<file path="src/rtl/lcd_pkg.sv">
//==============================================================================
// Module : lcd_pkg
// Brief  : Opcodes and decoder state encoding for the LCD SPI receiver.
// Rev    : 1.0  initial release
//==============================================================================
`default_nettype none
`timescale 1ns/1ps

package lcd_pkg;

  localparam logic [7:0] CMD_SWRESET = 8'h01;
  localparam logic [7:0] CMD_SLPIN   = 8'h10;
  localparam logic [7:0] CMD_SLPOUT  = 8'h11;
  localparam logic [7:0] CMD_INVOFF  = 8'h20;
  localparam logic [7:0] CMD_INVON   = 8'h21;
  localparam logic [7:0] CMD_DISPOFF = 8'h28;
  localparam logic [7:0] CMD_DISPON  = 8'h29;
  localparam logic [7:0] CMD_CASET   = 8'h2A;
  localparam logic [7:0] CMD_RASET   = 8'h2B;
  localparam logic [7:0] CMD_RAMWR   = 8'h2C;
  localparam logic [7:0] CMD_MADCTL  = 8'h36;
  localparam logic [7:0] CMD_COLMOD  = 8'h3A;

  typedef enum logic [1:0] {
    ST_IDLE   = 2'd0,
    ST_PARAM  = 2'd1,
    ST_RAM_HI = 2'd2,
    ST_RAM_LO = 2'd3
  } dec_state_t;

  function automatic logic is_window_cmd(input logic [7:0] op);
    return (op == CMD_CASET) || (op == CMD_RASET);
  endfunction

endpackage

`default_nettype wire

</file>
<file path="src/rtl/lcd_spi_rx_shift.sv">
//==============================================================================
// Module : lcd_spi_rx_shift
// Brief  : Input synchronisers, sclk edge detect and MSB-first byte shifter.
//          LCD_RX_STATS_EN adds the partial-byte drop pulse.
// Rev    : 1.0  initial release
//==============================================================================
`default_nettype none
`timescale 1ns/1ps

module lcd_spi_rx_shift #(
  parameter int SYNC_STAGES = 2
) (
  input  logic       clk,
  input  logic       resetn,
  input  logic       spi_sclk,
  input  logic       spi_cs_n,
  input  logic       spi_dc,
  input  logic       spi_mosi,
  output logic       byte_valid,
  output logic [7:0] byte_data,
  output logic       byte_dc
`ifdef LCD_RX_STATS_EN
  ,
  output logic       partial_drop
`endif
);

  logic [SYNC_STAGES-1:0] r_sclk_sync;
  logic [SYNC_STAGES-1:0] r_cs_sync;
  logic [SYNC_STAGES-1:0] r_dc_sync;
  logic [SYNC_STAGES-1:0] r_mosi_sync;
  logic                   r_sclk_prev;
  logic [2:0]             r_bit_cnt;
  logic [7:0]             r_shift;
  logic                   r_done;
  logic                   r_dc_lat;
  logic                   r_byte_valid;
  logic [7:0]             r_byte_data;
  logic                   r_byte_dc;

  logic w_sclk;
  logic w_cs_n;
  logic w_dc;
  logic w_mosi;
  logic w_rise;

  assign w_sclk = r_sclk_sync[SYNC_STAGES-1];
  assign w_cs_n = r_cs_sync[SYNC_STAGES-1];
  assign w_dc   = r_dc_sync[SYNC_STAGES-1];
  assign w_mosi = r_mosi_sync[SYNC_STAGES-1];
  assign w_rise = w_sclk & ~r_sclk_prev;

  // cs_n synchroniser resets high so the link starts deselected
  always_ff @(posedge clk or negedge resetn) begin
    if (!resetn) begin
      r_sclk_sync <= '0;
      r_cs_sync   <= '1;
      r_dc_sync   <= '0;
      r_mosi_sync <= '0;
    end else begin
      r_sclk_sync <= {r_sclk_sync[SYNC_STAGES-2:0], spi_sclk};
      r_cs_sync   <= {r_cs_sync[SYNC_STAGES-2:0],   spi_cs_n};
      r_dc_sync   <= {r_dc_sync[SYNC_STAGES-2:0],   spi_dc};
      r_mosi_sync <= {r_mosi_sync[SYNC_STAGES-2:0], spi_mosi};
    end
  end

  always_ff @(posedge clk or negedge resetn) begin
    if (!resetn) begin
      r_sclk_prev <= 1'b0;
      r_bit_cnt   <= 3'd0;
      r_shift     <= 8'd0;
      r_done      <= 1'b0;
      r_dc_lat    <= 1'b0;
    end else begin
      r_sclk_prev <= w_sclk;
      r_done      <= 1'b0;
      if (w_cs_n) begin
        r_bit_cnt <= 3'd0;
      end else if (w_rise) begin
        r_shift   <= {r_shift[6:0], w_mosi};
        r_bit_cnt <= r_bit_cnt + 3'd1;
        if (r_bit_cnt == 3'd7) begin
          r_done   <= 1'b1;
          r_dc_lat <= w_dc;
        end
      end
    end
  end

  always_ff @(posedge clk or negedge resetn) begin
    if (!resetn) begin
      r_byte_valid <= 1'b0;
      r_byte_data  <= 8'd0;
      r_byte_dc    <= 1'b0;
    end else begin
      r_byte_valid <= r_done;
      if (r_done) begin
        r_byte_data <= r_shift;
        r_byte_dc   <= r_dc_lat;
      end
    end
  end

  assign byte_valid = r_byte_valid;
  assign byte_data  = r_byte_data;
  assign byte_dc    = r_byte_dc;

`ifdef LCD_RX_STATS_EN
  logic r_partial_drop;

  // fires once per deselect: the counter is already cleared on the next cycle
  always_ff @(posedge clk or negedge resetn) begin
    if (!resetn) begin
      r_partial_drop <= 1'b0;
    end else begin
      r_partial_drop <= w_cs_n && (r_bit_cnt != 3'd0);
    end
  end

  assign partial_drop = r_partial_drop;
`endif

endmodule

`default_nettype wire

</file>
<file path="src/rtl/lcd_spi_rx.sv">
//==============================================================================
// Module : lcd_spi_rx
// Brief  : LCD SPI receiver: command decoder, window registers and pixel
//          cursor. LCD_RX_STATS_EN adds err_count / pix_count.
// Rev    : 1.0  initial release
//==============================================================================
`default_nettype none
`timescale 1ns/1ps

module lcd_spi_rx
  import lcd_pkg::*;
#(
  parameter int SYNC_STAGES = 2,
  parameter int COLS        = 128,
  parameter int ROWS        = 160
) (
  input  logic        clk,
  input  logic        resetn,
  input  logic        spi_sclk,
  input  logic        spi_cs_n,
  input  logic        spi_dc,
  input  logic        spi_mosi,
  output logic        byte_valid,
  output logic [7:0]  byte_data,
  output logic        byte_dc,
  output logic        cmd_valid,
  output logic [7:0]  cmd_code,
  output logic        pix_valid,
  output logic [15:0] pix_data,
  output logic [7:0]  pix_x,
  output logic [7:0]  pix_y,
  output logic        frame_done,
  output logic        sleep_out,
  output logic        disp_on,
  output logic        invert_on,
  output logic [7:0]  madctl,
  output logic [7:0]  colmod
`ifdef LCD_RX_STATS_EN
  ,
  output logic [15:0] err_count,
  output logic [31:0] pix_count
`endif
);

  localparam logic [7:0] XE_RST = 8'(COLS - 1);
  localparam logic [7:0] YE_RST = 8'(ROWS - 1);

  logic       w_byte_valid;
  logic [7:0] w_byte_data;
  logic       w_byte_dc;
  logic       w_cmd;
  logic       w_data;

  dec_state_t r_state;
  dec_state_t w_state_nx;

  logic [7:0]  r_cmd;
  logic [2:0]  r_pidx;
  logic [7:0]  r_start_tmp;
  logic [7:0]  r_xs, r_xe, r_ys, r_ye;
  logic [7:0]  r_cx, r_cy;
  logic [7:0]  r_hi;
  logic        r_cmd_valid;
  logic [7:0]  r_cmd_code;
  logic        r_pix_valid;
  logic [15:0] r_pix_data;
  logic [7:0]  r_pix_x, r_pix_y;
  logic        r_frame_done;
  logic        r_sleep, r_disp, r_inv;
  logic [7:0]  r_madctl, r_colmod;

`ifdef LCD_RX_STATS_EN
  logic w_partial_drop;
`endif

  lcd_spi_rx_shift #(
    .SYNC_STAGES (SYNC_STAGES)
  ) u_shift (
    .clk          (clk),
    .resetn       (resetn),
    .spi_sclk     (spi_sclk),
    .spi_cs_n     (spi_cs_n),
    .spi_dc       (spi_dc),
    .spi_mosi     (spi_mosi),
    .byte_valid   (w_byte_valid),
    .byte_data    (w_byte_data),
    .byte_dc      (w_byte_dc)
`ifdef LCD_RX_STATS_EN
    ,
    .partial_drop (w_partial_drop)
`endif
  );

  assign w_cmd  = w_byte_valid & ~w_byte_dc;
  assign w_data = w_byte_valid &  w_byte_dc;

  always_ff @(posedge clk or negedge resetn) begin
    if (!resetn) r_state <= ST_IDLE;
    else         r_state <= w_state_nx;
  end

  always_comb begin
    w_state_nx = r_state;
    if (w_cmd) begin
      case (w_byte_data)
        CMD_SWRESET, CMD_SLPIN, CMD_SLPOUT, CMD_INVOFF,
        CMD_INVON, CMD_DISPOFF, CMD_DISPON: w_state_nx = ST_IDLE;
        CMD_RAMWR:                          w_state_nx = ST_RAM_HI;
        default:                            w_state_nx = ST_PARAM;
      endcase
    end else if (w_data) begin
      case (r_state)
        ST_RAM_HI: w_state_nx = ST_RAM_LO;
        ST_RAM_LO: w_state_nx = ST_RAM_HI;
        default:   w_state_nx = r_state;
      endcase
    end
  end

  always_ff @(posedge clk or negedge resetn) begin
    if (!resetn) begin
      r_cmd        <= 8'd0;
      r_pidx       <= 3'd0;
      r_start_tmp  <= 8'd0;
      r_xs         <= 8'd0;
      r_xe         <= XE_RST;
      r_ys         <= 8'd0;
      r_ye         <= YE_RST;
      r_cx         <= 8'd0;
      r_cy         <= 8'd0;
      r_hi         <= 8'd0;
      r_cmd_valid  <= 1'b0;
      r_cmd_code   <= 8'd0;
      r_pix_valid  <= 1'b0;
      r_pix_data   <= 16'd0;
      r_pix_x      <= 8'd0;
      r_pix_y      <= 8'd0;
      r_frame_done <= 1'b0;
      r_sleep      <= 1'b0;
      r_disp       <= 1'b0;
      r_inv        <= 1'b0;
      r_madctl     <= 8'd0;
      r_colmod     <= 8'd0;
    end else begin
      r_cmd_valid  <= 1'b0;
      r_pix_valid  <= 1'b0;
      r_frame_done <= 1'b0;
      if (w_cmd) begin
        r_cmd_valid <= 1'b1;
        r_cmd_code  <= w_byte_data;
        r_cmd       <= w_byte_data;
        r_pidx      <= 3'd0;
        case (w_byte_data)
          CMD_SWRESET: begin
            r_start_tmp <= 8'd0;
            r_xs        <= 8'd0;
            r_xe        <= XE_RST;
            r_ys        <= 8'd0;
            r_ye        <= YE_RST;
            r_cx        <= 8'd0;
            r_cy        <= 8'd0;
            r_hi        <= 8'd0;
            r_pix_data  <= 16'd0;
            r_pix_x     <= 8'd0;
            r_pix_y     <= 8'd0;
            r_sleep     <= 1'b0;
            r_disp      <= 1'b0;
            r_inv       <= 1'b0;
            r_madctl    <= 8'd0;
            r_colmod    <= 8'd0;
          end
          CMD_SLPIN:   r_sleep <= 1'b0;
          CMD_SLPOUT:  r_sleep <= 1'b1;
          CMD_INVOFF:  r_inv   <= 1'b0;
          CMD_INVON:   r_inv   <= 1'b1;
          CMD_DISPOFF: r_disp  <= 1'b0;
          CMD_DISPON:  r_disp  <= 1'b1;
          CMD_RAMWR: begin
            r_cx <= r_xs;
            r_cy <= r_ys;
          end
          default: ;
        endcase
      end else if (w_data) begin
        case (r_state)
          ST_PARAM: begin
            if (r_pidx != 3'd4) r_pidx <= r_pidx + 3'd1;
            // window high bytes are ignored; registers commit only on the 4th param
            if (is_window_cmd(r_cmd)) begin
              if (r_pidx == 3'd1) begin
                r_start_tmp <= w_byte_data;
              end else if (r_pidx == 3'd3) begin
                if (r_cmd == CMD_CASET) begin
                  r_xs <= r_start_tmp;
                  r_xe <= w_byte_data;
                end else begin
                  r_ys <= r_start_tmp;
                  r_ye <= w_byte_data;
                end
              end
            end else if (r_pidx == 3'd0) begin
              if (r_cmd == CMD_MADCTL) r_madctl <= w_byte_data;
              if (r_cmd == CMD_COLMOD) r_colmod <= w_byte_data;
            end
          end
          ST_RAM_HI: r_hi <= w_byte_data;
          ST_RAM_LO: begin
            r_pix_valid <= 1'b1;
            r_pix_data  <= {r_hi, w_byte_data};
            r_pix_x     <= r_cx;
            r_pix_y     <= r_cy;
            if (r_cx == r_xe) begin
              r_cx <= r_xs;
              if (r_cy == r_ye) begin
                r_cy         <= r_ys;
                r_frame_done <= 1'b1;
              end else begin
                r_cy <= r_cy + 8'd1;
              end
            end else begin
              r_cx <= r_cx + 8'd1;
            end
          end
          default: ;
        endcase
      end
    end
  end

  assign cmd_valid  = r_cmd_valid;
  assign cmd_code   = r_cmd_code;
  assign pix_valid  = r_pix_valid;
  assign pix_data   = r_pix_data;
  assign pix_x      = r_pix_x;
  assign pix_y      = r_pix_y;
  assign frame_done = r_frame_done;
  assign sleep_out  = r_sleep;
  assign disp_on    = r_disp;
  assign invert_on  = r_inv;
  assign madctl     = r_madctl;
  assign colmod     = r_colmod;
  assign byte_valid = w_byte_valid;
  assign byte_data  = w_byte_data;
  assign byte_dc    = w_byte_dc;

`ifdef LCD_RX_STATS_EN
  logic [15:0] r_err_count;
  logic [31:0] r_pix_count;
  logic        w_err_cmd;
  logic [15:0] w_err_inc;

  // a partial-byte drop and a decoder error can land in the same cycle
  assign w_err_cmd = w_cmd && ((r_state == ST_RAM_LO) ||
                     ((r_state == ST_PARAM) && is_window_cmd(r_cmd) && (r_pidx < 3'd4)));
  assign w_err_inc = {15'd0, w_err_cmd} + {15'd0, w_partial_drop};

  always_ff @(posedge clk or negedge resetn) begin
    if (!resetn) begin
      r_err_count <= 16'd0;
      r_pix_count <= 32'd0;
    end else begin
      if (r_err_count > (16'hFFFF - w_err_inc)) r_err_count <= 16'hFFFF;
      else                                      r_err_count <= r_err_count + w_err_inc;
      if (r_pix_valid && (r_pix_count != 32'hFFFF_FFFF)) r_pix_count <= r_pix_count + 32'd1;
    end
  end

  assign err_count = r_err_count;
  assign pix_count = r_pix_count;
`endif

endmodule

`default_nettype wire

</file>
<file path="config.mk">
export PLATFORM = sky130hd
export DESIGN_NAME = lcd_spi_rx
export DESIGN_NICKNAME = d
export VERILOG_FILES = /design/src/rtl/lcd_pkg.sv /design/src/rtl/lcd_spi_rx_shift.sv /design/src/rtl/lcd_spi_rx.sv
export SDC_FILE = /design/constraint.sdc
export NUM_CORES = 1
export LEC_CHECK = 0
export BUFFER_PORTS_ARGS = -buffer_cell sky130_fd_sc_hd__buf_2
export CAP_MARGIN = 20
export CELL_PAD_IN_SITES_DETAIL_PLACEMENT = 0
export CELL_PAD_IN_SITES_GLOBAL_PLACEMENT = 1
export CORE_ASPECT_RATIO = 0.8
export CORE_UTILIZATION = 40
export DETAILED_ROUTE_END_ITERATION = 10
export PLACE_DENSITY = 0.71
export SLEW_MARGIN = 20
export SYNTH_ARGS = -nofsm -noshare
export SYNTH_HDL_FRONTEND = slang
export SYNTH_SLANG_ARGS = --single-unit
</file>
<file path="constraint.sdc">
create_clock -name clk -period 4.4 [get_ports clk]
set_clock_uncertainty 0.2 [all_clocks]
set_input_delay 0.22 -clock clk [delete_from_list [all_inputs] [get_ports clk]]
set_output_delay 0.22 -clock clk [all_outputs]
set_load 0.01 [all_outputs]
</file>
# Yosys cells after proc, flatten, opt, wreduce, memory -nomap -nowiden
# Index checks and enable logic that the tools add are counted.
# Widths: inputs -> output; s select.
# totals
output_inout_bits,72
register_bits,163
# op_classes
reduce_logical,40
add_sub_neg,4
n_eq_ne,26
n_bitwise,6
muxes,97
# op_table
cell,count
$mux 8,66
$eq 8x6->1 const B,9
$mux 16,4
$reduce_bool 2->1,17
$pmux 8 s2,2
$mux 3,6
$add 8x1->8 const B,2
$eq 8x5->1 const B,2
$eq 8x8->1,2
$reduce_and 3->1,5
$reduce_and 7->1,2
$mux 1,12
$reduce_and 6->1,2
$reduce_and 2->1,5
$eq 8x1->1 const B,1
$pmux 2 s2,2
$reduce_or 7->1,1
$add 3x1->3 const B,2
$ne 2x2->1 const B,3
$pmux 1 s2,3
$reduce_or 2->1,3
$reduce_and 5->1,1
$eq 2x2->1 const B,2
$mux 2,2
other kinds (13),17

# Longest topological paths before layout
# Gate-level depths: netlist of run 1.
# logic_depth
word_depth,8
depth_mapped,8
ltp_nobuf,7

# By module
# From an unflattened synthesis of run 1, not the netlist that was laid out.
# unflattened
hier_cells,615
hier_area_um2,7253.2
# by_module_without_submodules
module,instances,seq_area_each_um2,area_each_um2,cells_per_inst
lcd_spi_rx,1,3294.4,6083.3,552
lcd_spi_rx_shift,1,803.3,1169.9,63

# Worst setup path after synthesis of run 1
# No wires, ideal clock.
# synth_path
path_kind,reg2reg
from,"register u_shift.r_byte_data[2], in the netlist u_shift.byte_data[2]"
to,"register r_colmod[7], in the netlist colmod[7]"
required_time_ns,4.072
synth_period_minus_slack_ns,2.381
path_slack_ns,2.019
path_buffers,2
arrival_time_ns,2.053
setup_ns,0.128
path_stages_with_launch,8
cell_sequence,dfrtp_1 > clkbuf_2 > or4_4 > nor4_4 > buf_6 > a41o_4 > o21ai_4 > mux2_1
# synth_via
elab_chain_cells,3
# synth_rtl
item,line,text
from (decl),lcd_spi_rx_shift.sv:38,logic [7:0] r_byte_data;
from (signal assigned),lcd_spi_rx_shift.sv:99,r_byte_data <= r_shift;
$eq 8x1->1,lcd_spi_rx.sv:153,case (w_byte_data)
$ne 2x1->1 (no line),-,
$reduce_and 6->1 (no line),-,
to (signal assigned),lcd_spi_rx.sv:203,if (r_cmd == CMD_COLMOD) r_colmod <= w_byte_data;
to (decl),lcd_spi_rx.sv:70,"logic [7:0] r_madctl, r_colmod;"
# Every way passes these cells.
# A chain may end at the register's enable or synchronous reset.

# Worst setup path in the final report of run 1
# layout_path
from,"register u_shift.r_byte_data[2], in the netlist u_shift.byte_data[2]"
to,register r_xs[1]
# layout_via
elab_chain_cells,3
# layout_rtl
item,line,text
$eq 8x1->1,lcd_spi_rx.sv:153,
$ne 2x1->1 (no line),-,
$reduce_and 7->1 (no line),-,
to (signal assigned),lcd_spi_rx.sv:194,r_xs <= r_start_tmp;
to (decl),lcd_spi_rx.sv:60,"logic [7:0] r_xs, r_xe, r_ys, r_ye;"
# Every way passes these cells.

==> results of run 1 <==
==> cell type report <==
cell class                 instances  area (sq um)  area share
inverter                          24         90.09     0.01079
multi-input combinational        420          2748      0.3290
timing repair buffer              90         501.7     0.06008
clock buffer                      17         425.4     0.05094
clock inverter                    15         206.4     0.02472
sequential                       163          4098      0.4907
tap                              225         281.5     0.03371
==> cell families after synthesis <==
group,Yosys count,share of synthesized area
compound gates,151,0.1488
xor+xnor,19,0.02350
fa+ha+maj,8,0.01413
buf+inv,60,0.03375
flops,163,0.5786
mux,43,0.06661
simple gates,199,0.1346
==> per-stage QoR <==
stage | instance area [sq um] | cells | utilization | total power (W)
floorplan | 7082 | 643 | - | 0.001609
global placement | 7666 | 917 | 0.4425 | 0.001650
detailed placement | 7666 | 917 | 0.4425 | 0.001656
CTS | 8348 | 954 | 0.4819 | 0.003246
global route | 8351 | 954 | 0.4820 | 0.003320
finish | 8351 | 954 | 0.4820 | 0.003210
==> synthesized netlist by cell type, drive strengths merged (3+ instances only) <==
library cell  count  share of area
nor3b             4         0.0042
clkbuf           28          0.015
a211oi            9         0.0095
xor2             18          0.022
or3               3         0.0027
a31oi             5         0.0044
mux2             33          0.052
dfstp            15          0.056
nand2b            7         0.0062
inv              24          0.013
nor3              4         0.0035
a22o             26          0.032
or4               5         0.0064
nand2           105          0.056
a32oi             4         0.0049
buf               8         0.0060
nor2             33          0.017
dfrtp           148           0.52
o21ai            57          0.045
o31ai             5         0.0072
and3              3         0.0027
o22ai            18          0.016
and2              9         0.0079
nor4              7         0.0083
a21oi             9         0.0064
ha                8          0.014
nand3             7         0.0049
mux2i            10          0.014
==> power by group <==
part	total [W]	switching [W]	internal, W	leakage, nW
logic	0.0000720	0.0000411	0.0000309	1.54
registers	0.00156	0.0000219	0.00153	2.19
clock network	0.00158	0.000625	0.000957	0.304
==> how the worst max path moves through the flow <==
stage | slack, ns | from | cells after the start | end
floorplan | 2.02 | u_shift.byte_data[2] | 7 | colmod[7]
global placement | 1.50 | u_shift.byte_data[0] | 4 | pix_x[2]
detailed placement | 1.40 | u_shift.byte_data[0] | 4 | pix_data[3]
CTS | 1.39 | u_shift.byte_data[2] | 4 | pix_data[1]
global route | 1.25 | u_shift.byte_dc | 6 | r_cy[7]
finish | 1.44 | u_shift.byte_data[2] | 5 | r_xs[1]
==> metal layers <==
layer  part of all wire  vias up
li1                   -     2417
met1               0.47     2614
met2               0.46      140
met3              0.058       17
met4              0.010        0
met5                  0        -
==> timing repair <==
action                    in CTS  in global routing
buffers inserted               0                  0
hold endpoints to repair      79                  0
hold buffers                   5                  0
==> out/metrics.yaml, run 1 <==
global_routing:
  grt_pass1_vias: 5197
  grt_pass1_wl_mm: 28.75
  met3_capacity_usage_during_global_routing: 0.05301
  gr-total-overflow: 0
  global_route.usage.met2: 0.3200
  initial_antenna_violation_count: 0
  grt_use_met1: 0.2964
  grt_max_degree: 87
  busiest_layer: "met2"
  globalRouteTotalUtil: 0.2094
route:
  post_route_wl_mm: 17.71
  drt_drc_violations_left: 2
  num_vias: 5188
  drt_first_iter_violations: 250
  drt-wirelength-per-cell_um: 18.56
  detail-route-antenna-nets: 0
  drt_pass1_iterations: 8
  viasPerCell: 5.438
timing:
  fin_ws_ns: 1.444
  slew_viol_final: 0
  setup_viol: 0
  grt_setup_unrepaired: "false"
  hold_violations: 0
  worst_slew_pin_slew_ns: 0.8730
  slew_headroom: 0.4180
  finalCriticalPeriod_ns: 2.956
  final.period_utilization: 0.6719
  fmax_mhz: 338.3
  timing.hold.ws_ns: 0.1487
  fin_tns_setup_ns: 0
floorplan:
  die_y_um: 121.0
  initial_core_utilization: 0.4088
  die-area_sq_um: 18240
  design.portCount: 78
  site_rows: 43
  core_footprint_sq_um: 17320
  die_width_um: 150.8
cts:
  clk_root_buffer_cell: "sky130_fd_sc_hd__clkbuf_16"
  clock_insertion_delay_worst_skew_ns: 0.42
  cts.htree.levels: 4
  clk_path_buf_depth: 2
  clock_sink_count: 163
  cts-buffers-inserted: 17
  cts_tree: "done"
  worst_setup_hold_path_clk_slew_ns: 0.07
  cts_resizes: 0
finish:
  design.final.nets: 730
  layout-drive-gt1-share: 0.2442
  fillCellCount: 1625
  mostFrequentLayoutCell: "sky130_fd_sc_hd__dfrtp_1"
  area.growth.synth_to_final_pct: 17.92
  number_of_diodes: 0
  largest_reg_flops: 16
  highest_count_cells_in_the_layout_ignoring_fill_and_taps: "148 x sky130_fd_sc_hd__dfrtp_1, 104 x sky130_fd_sc_hd__nand2_1, 76 x sky130_fd_sc_hd__buf_2"
synth:
  synth.avg_cell_area_sq_um: 11.01
  synth-seq-cells: 163
  yosys_warnings: 0
  synth.net_count: 657
  number_of_synthesized_flops_with_an_enable_pin: 0
  yosysUniqueCellTypes: 65
  syn_inst: 643
  synth_area_sq_um: 7082
  synth_ff_type: "sky130_fd_sc_hd__dfrtp_1"
  synthArstFlopShare: 1.000
  synth_seq_area_share: 0.5786
hold_path:
  min_from: "u_shift.r_sclk_sync[0]"
  min_path_cells: 0
  min_delay_worst_endpoint: "u_shift.r_sclk_sync[1]"
  holdCritPathClass: "reg2reg"
critical_path:
  worstReg2RegEnd: "r_xs[1]"
  critical_path.slowest_cell: "sky130_fd_sc_hd__nor4_4"
  worstSetupPathType: "reg2reg"
  crit_arrival_ns: 3.03
  worst-r2r-setup-slack_ns: 1.44
  timing.critical_path.buf_inv: 0
  rr_worst_depth: 5
  timing.critical_path.slowest_cell_delay_ns: 0.71
  startpoint_type: "flop"
  critPathRequiredTime_ns: 4.48
  crit_family: "simple AND/OR/NAND/NOR gates"
  sort_of_element_at_the_end_of_the_critical_path: "flop"
  critical_path_peak_fanout: 32
  worstPathCellList: "or4_4 > nor4_4 > a2bb2o_2 > nand2_1 > o21ai_0"
  crit-reg2reg-launch: "u_shift.byte_data[2]"
placed_design:
  dp_hpwl_mm: 12.22
  dp_slack_ns: 1.401
  place.port_buffers: 77
  gp_congestion: 0.8380
power:
  power.density_cell_area_nw_per_um2: 384.4
  p_leak_nw: 4.042
  vdd_drop_max_mv: 0.2675
status:
  violations: "design-rule violations"
  outcome: "complete, but fails checks"
flow_run:
  number_of_violations_of_the_max_capacitance_limit: 0
No activity file was read; power rests on OpenSTA's default activity.
==> inputs of run 2 (changes only) <==
clock period = 2.8 ns   (was 4.4 ns; I/O delays follow)
==> run 2 against run 1 <==
  * Register-to-register slack got worse by 1.2 ns
  * Largest cell class unchanged
  * Utilization rose by 0.33 points
  * Via count is 0.31% lower
  * The flow now finishes without violations
  * Flip-flop and latch count stayed put
  * Largest power group is now sequential cells
  * Power grew 50%
  * Fmax rose by 16%
  * Non-clock buffer count increased by 12
  * Cell count up 1.3%
  * Critical path type unchanged
==> out/metrics.yaml, run 2 (synthesis gave the netlist of run 1 again) <==
status:
  outcome: "finished clean"
route:
  post_route_wl_mm: 17.81  # +0.58%
  drt-wirelength-per-cell_um: 18.43  # -0.67%
  num_vias: 5172  # -0.31%
  drt_pass1_iterations: 5  # -3
  drt_drc_violations_left: 0  # -2
  detail-route-antenna-nets: 0  # unchanged
  drt_first_iter_violations: 283  # +13%
  viasPerCell: 5.354  # -1.5%
cts:
  cts_tree: "done"
  clk_root_buffer_cell: "sky130_fd_sc_hd__clkbuf_16"
  cts-buffers-inserted: 17  # unchanged
  clock_insertion_delay_worst_skew_ns: 0.43  # about the same
  worst_setup_hold_path_clk_slew_ns: 0.07  # about the same
  clk_path_buf_depth: 2  # unchanged
  post_cts.repair.setup_buffers: 0  # unchanged
  clock_sink_count: 163  # unchanged
  cts.htree.levels: 4  # unchanged
timing:
  grt_setup_unrepaired: "false"
  worst_slew_pin_slew_ns: 0.7734  # -0.09957 ns
  fin_ws_ns: 0.2548  # -1.189 ns
  final.period_utilization: 0.9090  # +0.2371
  setup_viol: 0  # unchanged
  finalCriticalPeriod_ns: 2.545  # -0.4111 ns
  hold_violations: 0  # unchanged
  slew_headroom: 0.4844  # +0.06638
  slew_viol_final: 0  # unchanged
  fin_tns_setup_ns: 0  # unchanged
  fmax_mhz: 392.9  # +16%
global_routing:
  grt_pass1_vias: 5171  # -0.50%
  grt_max_degree: 89  # +2.3%
  initial_antenna_violation_count: 0  # unchanged
  gr-total-overflow: 0  # unchanged
  grt_pass1_wl_mm: 29.07  # +1.1%
  globalRouteTotalUtil: 0.2139  # +0.004507
power:
  p_leak_nw: 4.085  # +1.1%
  vdd_drop_max_mv: 0.5533  # +110%
  power.density_cell_area_nw_per_um2: 573.5  # +49%
floorplan:
  die_width_um: 150.8  # unchanged
  site_rows: 43  # unchanged
  design.portCount: 78  # unchanged
  initial_core_utilization: 0.4088  # unchanged
  core_footprint_sq_um: 17320  # unchanged
  die_y_um: 121.0  # unchanged
  die-area_sq_um: 18240  # unchanged
critical_path:
  crit_arrival_ns: 2.63  # -0.40 ns
  rr_worst_depth: 5  # unchanged
  timing.critical_path.buf_inv: 0  # unchanged
  worstSetupPathType: "reg2reg"
  crit_family: "simple AND/OR/NAND/NOR gates"
  startpoint_type: "flop"
  critical_path.slowest_cell: "sky130_fd_sc_hd__or4_4"
  worstPathCellList: "or4_4 > nor4_4 > a2bb2o_2 > nand2_1 > o21ai_0"
  crit-reg2reg-launch: "u_shift.byte_data[1]"
  worst-r2r-setup-slack_ns: 0.25  # -1.19 ns
  worstReg2RegEnd: "r_xs[7]"
  critPathRequiredTime_ns: 2.88  # -1.60 ns
  sort_of_element_at_the_end_of_the_critical_path: "flop"
  critical_path_peak_fanout: 32  # unchanged
  timing.critical_path.slowest_cell_delay_ns: 0.61  # -0.10 ns
placed_design:
  dp_hpwl_mm: 12.46  # +1.9%
  dp_slack_ns: 0.1580  # -1.243 ns
  place.port_buffers: 77  # unchanged
  gp_congestion: 0.8443  # +0.75%
flow_run:
  number_of_violations_of_the_max_capacitance_limit: 0  # unchanged
finish:
  number_of_diodes: 0  # unchanged
  mostFrequentLayoutCell: "sky130_fd_sc_hd__dfrtp_1"
  layout-drive-gt1-share: 0.2564  # +0.01224
  highest_count_cells_in_the_layout_ignoring_fill_and_taps: "148 x sky130_fd_sc_hd__dfrtp_1, 105 x sky130_fd_sc_hd__nand2_1, 76 x sky130_fd_sc_hd__buf_2"
  area.growth.synth_to_final_pct: 18.73
  design.final.nets: 742  # +1.6%
  largest_reg_flops: 16  # unchanged
hold_path:
  holdCritPathClass: "in2async"
## run 2: cell count changes in the layout (fill, tap and decap cells not counted), sizes merged
| cell | previous run | this run |
|---|---|---|
| buf | 85 | 97 |
| bufinv | 4 | 1 |
| inv | 27 | 30 |
| clkinv | 6 | 5 |
| clkinvlp | 2 | 3 |
## run 2: metal layers
metal / GRT usage / wire (um)
met1: 0.3051 / 8752
met2: 0.3171 / 8043
met3: 0.04850 / 729
met4: 0.07813 / 282
met5: 0 / 0
## run 2: worst max-delay path by stage
stage	startpoint	slack, ns	depth (start not counted)	end
2_1_floorplan	u_shift.byte_data[2]	0.42	7	colmod[7]
3_3_place_gp	cmd_code[2]	0.24	5	r_start_tmp[7]
3_5_place_dp	cmd_code[2]	0.16	5	r_start_tmp[1]
4_1_cts	cmd_code[2]	0.15	5	r_start_tmp[2]
5_1_grt	u_shift.byte_data[6]	0.09	5	r_xs[7]
6_report	u_shift.byte_data[1]	0.25	5	r_xs[7]
## run 2: metrics by stage
step / utilization / hold WS [ns] / instances / cell area [sq um] / total power [W]
after floorplan: - / -0.3556 / 643 / 7082 / 0.002528
after global routing: 0.4853 / 0.06275 / 966 / 8408 / 0.004996
after detailed placement: 0.4480 / -0.1471 / 928 / 7761 / 0.002604
final: 0.4853 / 0.07145 / 966 / 8408 / 0.004822
after global placement: 0.4480 / -0.1527 / 928 / 7761 / 0.002597
after CTS: 0.4851 / 0.06055 / 966 / 8404 / 0.004874
## run 2: power by group
| part | leakage, nW | internal (W) | total [W] | switching, W |
|---|---|---|---|---|
| clock network | 0.273 | 0.00125 | 0.00226 | 0.00101 |
| registers | 2.19 | 0.00241 | 0.00245 | 0.0000362 |
| logic | 1.62 | 0.0000540 | 0.000118 | 0.0000635 |
## run 2: cell type report
class	count	area, sq um
timing repair buffer	102	616.8
fill	1649	8916
clock buffer	17	425.4
inverter	24	90.09
tap	225	281.5
sequential	163	4098
clock inverter	15	147.6
multi-input combinational	420	2749
## run 2: repair_timing
action	4_1_cts	5_1_grt
hold buffers	6	0
endpoints found under the hold margin	154	0
endpoints found under the setup margin	0	8
gates resized for setup	0	1
